===== src/rtl/uart_rx_os16.sv =====
// UART receiver driven by a 16x oversampling strobe: start-bit validation,
// 3-sample majority vote per bit, LSB-first deframing with optional parity.
module uart_rx_os16 #(
  parameter int DATA_BITS  = 8,
  parameter int PARITY_EN  = 0,
  parameter int PARITY_ODD = 0
) (
  input  logic                 clk,
  input  logic                 rst_n,
  input  logic                 baud_tick_16x,
  input  logic                 rx,
  output logic [DATA_BITS-1:0] rx_data,
  output logic                 rx_valid,
  output logic                 frame_err,
  output logic                 parity_err,
  output logic                 busy
);

  typedef enum logic [2:0] {
    S_IDLE,
    S_START,
    S_DATA,
    S_PARITY,
    S_STOP,
    S_BREAK_WAIT
  } state_t;

  localparam logic [3:0] LAST_BIT = 4'(DATA_BITS - 1);
  localparam logic       PAR_ON   = (PARITY_EN != 0);
  localparam logic       PAR_ODD  = (PARITY_ODD != 0);

  state_t               state_q;
  logic                 rx_meta_q;
  logic                 rx_s_q;
  logic [3:0]           tick_cnt_q;
  logic [3:0]           bit_idx_q;
  logic                 samp7_q;
  logic                 samp8_q;
  logic [DATA_BITS-1:0] shift_q;
  logic                 par_mis_q;
  logic [DATA_BITS-1:0] rx_data_q;
  logic                 rx_valid_q;
  logic                 frame_err_q;
  logic                 parity_err_q;
  logic                 busy_q;

  logic maj;
  logic at_mid;
  logic at_end;

  // Third sample is the live synchronized line at tick 9.
  assign maj    = (samp7_q & samp8_q) | (samp7_q & rx_s_q) | (samp8_q & rx_s_q);
  assign at_mid = (tick_cnt_q == 4'd9);
  assign at_end = (tick_cnt_q == 4'd15);

  always_ff @(posedge clk or negedge rst_n) begin
    if (!rst_n) begin
      state_q      <= S_IDLE;
      rx_meta_q    <= 1'b1;
      rx_s_q       <= 1'b1;
      tick_cnt_q   <= '0;
      bit_idx_q    <= '0;
      samp7_q      <= 1'b0;
      samp8_q      <= 1'b0;
      shift_q      <= '0;
      par_mis_q    <= 1'b0;
      rx_data_q    <= '0;
      rx_valid_q   <= 1'b0;
      frame_err_q  <= 1'b0;
      parity_err_q <= 1'b0;
      busy_q       <= 1'b0;
    end else begin
      rx_meta_q  <= rx;
      rx_s_q     <= rx_meta_q;
      rx_valid_q <= 1'b0;

      if (baud_tick_16x) begin
        if (state_q != S_IDLE) tick_cnt_q <= tick_cnt_q + 4'd1;
        if (tick_cnt_q == 4'd7) samp7_q <= rx_s_q;
        if (tick_cnt_q == 4'd8) samp8_q <= rx_s_q;

        case (state_q)
          S_IDLE: begin
            // The detecting tick is tick 0, so the next tick is tick 1.
            if (!rx_s_q) begin
              state_q    <= S_START;
              busy_q     <= 1'b1;
              tick_cnt_q <= 4'd1;
              par_mis_q  <= 1'b0;
            end
          end

          S_START: begin
            if (at_mid && maj) begin
              state_q    <= S_IDLE;
              busy_q     <= 1'b0;
              tick_cnt_q <= '0;
            end else if (at_end) begin
              state_q   <= S_DATA;
              bit_idx_q <= '0;
            end
          end

          S_DATA: begin
            if (at_mid) shift_q <= {maj, shift_q[DATA_BITS-1:1]};
            if (at_end) begin
              if (bit_idx_q == LAST_BIT) begin
                state_q <= PAR_ON ? S_PARITY : S_STOP;
              end else begin
                bit_idx_q <= bit_idx_q + 4'd1;
              end
            end
          end

          S_PARITY: begin
            if (at_mid) par_mis_q <= (^shift_q) ^ maj ^ PAR_ODD;
            if (at_end) state_q <= S_STOP;
          end

          S_STOP: begin
            // Leaving at mid-stop tolerates early start edges of the next frame.
            if (at_mid) begin
              rx_data_q    <= shift_q;
              frame_err_q  <= ~maj;
              parity_err_q <= PAR_ON & par_mis_q;
              rx_valid_q   <= 1'b1;
              tick_cnt_q   <= '0;
              state_q      <= maj ? S_IDLE : S_BREAK_WAIT;
              busy_q       <= ~maj;
            end
          end

          S_BREAK_WAIT: begin
            if (rx_s_q) begin
              state_q    <= S_IDLE;
              busy_q     <= 1'b0;
              tick_cnt_q <= '0;
            end
          end

          default: begin
            state_q    <= S_IDLE;
            busy_q     <= 1'b0;
            tick_cnt_q <= '0;
          end
        endcase
      end
    end
  end

  assign rx_data    = rx_data_q;
  assign rx_valid   = rx_valid_q;
  assign frame_err  = frame_err_q;
  assign parity_err = parity_err_q;
  assign busy       = busy_q;

endmodule


===== config.mk =====
export PLATFORM = sky130hd
export DESIGN_NAME = uart_rx_os16
export DESIGN_NICKNAME = d
export VERILOG_FILES = /design/src/rtl/uart_rx_os16.sv
export SDC_FILE = /design/constraint.sdc
export NUM_CORES = 1
export LEC_CHECK = 0
export ABC_AREA = 1
export CORE_UTILIZATION = 55
export CTS_CLUSTER_SIZE = 16
export DETAILED_ROUTE_END_ITERATION = 8
export GPL_TIMING_DRIVEN = 0
export PLACE_DENSITY = 0.74
export REMOVE_ABC_BUFFERS = 1
export SYNTH_ARGS = -nofsm -noshare
export SYNTH_HDL_FRONTEND = slang
export SYNTH_SLANG_ARGS = --single-unit

===== constraint.sdc =====
create_clock -name clk -period 1.95 [get_ports clk]
set_clock_uncertainty 0.15 [all_clocks]
set_input_delay 0.2925 -clock clk [delete_from_list [all_inputs] [get_ports clk]]
set_output_delay 0.2925 -clock clk [all_outputs]
set_load 0.01 [all_outputs]

==> results.sh <==
export IMPL_status="complete, no violations"
export IMPL_cts_root_buffer="clkbuf_4"
export IMPL_max_freq_ghz=0.5287
export IMPL_startpoint_type="flop"
export IMPL_num_rows=20
export IMPL_drt_pass1_iterations=5
export IMPL_cap_viol_max_count=0
export IMPL_cp_startpoint="tick_cnt_q[1]"
export IMPL_tritoncts="yes"
export IMPL_routed_wl_um=3043
export IMPL_place_area_um2=1922
export IMPL_syn_area_per_cell_um2=8.846
export IMPL_timing_rr_end="rx_data[4]"
export IMPL_clock_latency_ns=0.33
export IMPL_post_drt_wl_per_cell_um=11.27
export IMPL_crit_fanout=8
export IMPL_routed_via_count=1336
export IMPL_grt_overflow=0
export IMPL_grt_max_degree=35
export IMPL_finalSetupViolCount=0
export IMPL_io_pins=16
export IMPL_synth_top_family_by_area="simple AND/OR/NAND/NOR gates"
export IMPL_gp_congestion=0.8638
export IMPL_p_per_area_nw_per_um2=1153
export IMPL_cp_slowest_cell="dfrtp_1"
export IMPL_core_um2=3053
export IMPL_worst_pin_slew_ns=0.7172
export IMPL_numCtsBuffers=5
export IMPL_clkTransAtPathRegs_ns=0.11
export IMPL_max_clock_path_buffers=2
export IMPL_syn_area_um2=1769
export IMPL_report_final_slew_viol_count=0
export IMPL_ant_nets=0
export IMPL_layout_min_cycle_time_ns=1.892
export IMPL_netlist_top_cells_area="dfrtp_1 (45%), nand2_1 (14%), mux2_2 (4.5%), inv_1 (3.6%), dfstp_2 (3.0%)"
export IMPL_track_usage_pct=21.42
export IMPL_r2r_cells=7
export IMPL_muxShareOfSynthArea_pct=5.304
export IMPL_synth_top_cell_by_area="dfrtp_1"
export IMPL_drc=0
export IMPL_r2r_start="tick_cnt_q[1]"
export IMPL_reg2reg_slack_ns=0.06
export IMPL_min_path_type="in2reg"
export IMPL_max_slew_margin_pct=52.18
export IMPL_final_hold_viol_count=0
export IMPL_crit_arrival_ns=1.96
export IMPL_ys_types=31
export IMPL_synth_xor_area_share_pct=0.9901
export IMPL_fin_setup_tns_ns=0
export IMPL_synth_seq_cells=34
export IMPL_portBuffers=14
export IMPL_yosysTopAreaCellShare_pct=45.26
export IMPL_dp_cells=255
export IMPL_multiInputGateArea_um2=788.3
export IMPL_yosys_area_share_simple_pct=28.15
export IMPL_crit_end="rx_data[4]"
export IMPL_drt_iter0_drc=74
export IMPL_end_kind="flop"
export IMPL_max_stage_delay_ns=0.45
export IMPL_leakagePower_nw=1.070
export IMPL_holdWs_ns=0.2068
export IMPL_die_area_um2=3447
export IMPL_synth_fa_ha_area_share_pct=2.829
export IMPL_fill_cells=267
export IMPL_grt_pass1_wl_um=5451
export IMPL_fp_dieW_um=58.72
export IMPL_antenna_found_initial=0
export IMPL_syn2layout_area_growth_pct=18.03
export IMPL_hpwl_um=2168
export IMPL_stdcell_count=270
export IMPL_power_total_mw=2.408
export IMPL_start_util_pct=57.95
export IMPL_num_antenna_cells=0
export IMPL_required_ns=2.02
export IMPL_clock_sink_count=34
export IMPL_synth_compound_area_share_pct=7.072
export IMPL_yosysWarningCount=0
export IMPL_min_period_over_period_pct=97.01
export IMPL_htreeDepth=2
export IMPL_vdd_drop_max_mv=0.8117
export IMPL_path_class="reg2reg"
export IMPL_fin_area_um2=2088
export IMPL_seq_area_frac_synth_pct=48.23
export IMPL_grt_pass1_vias=1316
export IMPL_nNetsFinal=233
export IMPL_path_cells="inv_1 > ha_1 > nand3_2 > nor2_2 > inv_4 > nor2_8 > mux2_2"
export IMPL_viasPerCell=4.948
export IMPL_seqCellArea_um2=853.3
export IMPL_die_y_um=58.72
export IMPL_netlist_instances=200
export IMPL_drive_gt1_share_pct=19.47
[cell type report]
| class | instances | area share, % |
|---|---|---|
| Clock buffer | 6 | 2.457 |
| Clock inverter | 2 | 2.876 |
| Inverter | 22 | 4.314 |
| Multi-Input combinational cell | 141 | 37.75 |
| Sequential cell | 34 | 40.86 |
| Tap cell | 44 | 2.636 |
| Timing Repair Buffer | 21 | 9.107 |
[flip-flops by register name, summed over array words and instances (netlist names)]
register    count
rx_s_q          1
frame_err       1
state_q         3
shift_q         8
tick_cnt_q      4
rx_valid        1
bit_idx_q       4
samp7_q         1
rx_meta_q       1
samp8_q         1
rx_data         8
busy            1
[metal layers]
metal / wire length, µm / global-route usage, % / vias up / share of wire [%]
met2: 1472 / 34.65 / 33 / 48
met4: 19 / 7.143 / 0 / 0.62
met3: 140 / 7.253 / 2 / 4.6
li1: - / - / 684 / -
met1: 1412 / 27.14 / 617 / 46
met5: 0 / 0 / - / 0
[stage by stage]
stage	utilization [%]	setup slack, ns
floorplan	-	0.2287
global placement	63.11	-0.1842
detailed placement	62.95	-0.2122
CTS	66.93	0.03059
global route	68.40	-0.003551
finish	68.40	0.05840
[worst min-delay path by stage]
stage                   endpoint  depth (start not counted)      start  slack (ns)
floorplan           bit_idx_q[0]                          0      rst_n       -0.15
global placement          rx_s_q                          0  rx_meta_q        0.20
finish                 rx_meta_q                          1         rx        0.21
CTS                    rx_meta_q                          1         rx        0.19
global route           rx_meta_q                          1         rx        0.18
detailed placement        rx_s_q                          0  rx_meta_q        0.20
[worst max-delay path, delay by kind of cell, from the launching register on]
kind,cells,cell delay [ns]
adder cells (fa/ha/maj),1,0.17
AND/OR/NAND/NOR,3,0.45
buffers and inverters,2,0.20
flip-flops,1,0.45
multiplexers,1,0.36
[placed cells by master, fill, tap and decap left out, types with 2 or more instances in the layout]
master / instances
inv_1: 17
nor2_1: 13
o21ai_0: 10
bufinv_16: 2
clkdlybuf4s50_1: 13
nand3_1: 10
clkbuf_4: 5
buf_4: 6
dfstp_2: 2
ha_1: 4
mux2_2: 7
nand3_2: 2
a21oi_1: 7
xor2_1: 2
dfrtp_1: 32
nand2_1: 65
o21ai_1: 3
inv_2: 2
nand2_2: 2
nor2_2: 2
inv_4: 3
nor2_8: 2
nand4_1: 2
[logic make-up (layout without fill, tap and decap cells)]
group / after synthesis / count (layout)
mux: 8 / 8
simple gates: 103 / 103
compound gates: 23 / 23
flops: 34 / 34
other cells: 1 / 1
buf+inv: 25 / 51
fa+ha+maj: 4 / 4
xor+xnor: 2 / 2
[what timing repair did]
action | CTS | global route
buffers inserted | 0 | 6
hold endpoints to repair | 32 | 0
resized for setup | 0 | 0
hold buffers | 1 | 0
setup endpoints to repair | 0 | 8
[where the power goes]
part           internal, mW  switching (mW)
Clock                 0.434           0.239
Combinational         0.285           0.518
Sequential            0.807           0.124
[cells in the mapped netlist (all sizes together)]
library cell	number
o211ai	1
nand3	13
buf	3
dfrtp	32
inv	22
o21ai	14
or2	2
nor3	1
nor2	18
ha	4
nand4	2
conb	1
a21oi	8
nand2	67
xor2	2
mux2	8
dfstp	2
(Power assumes the default switching activity.)
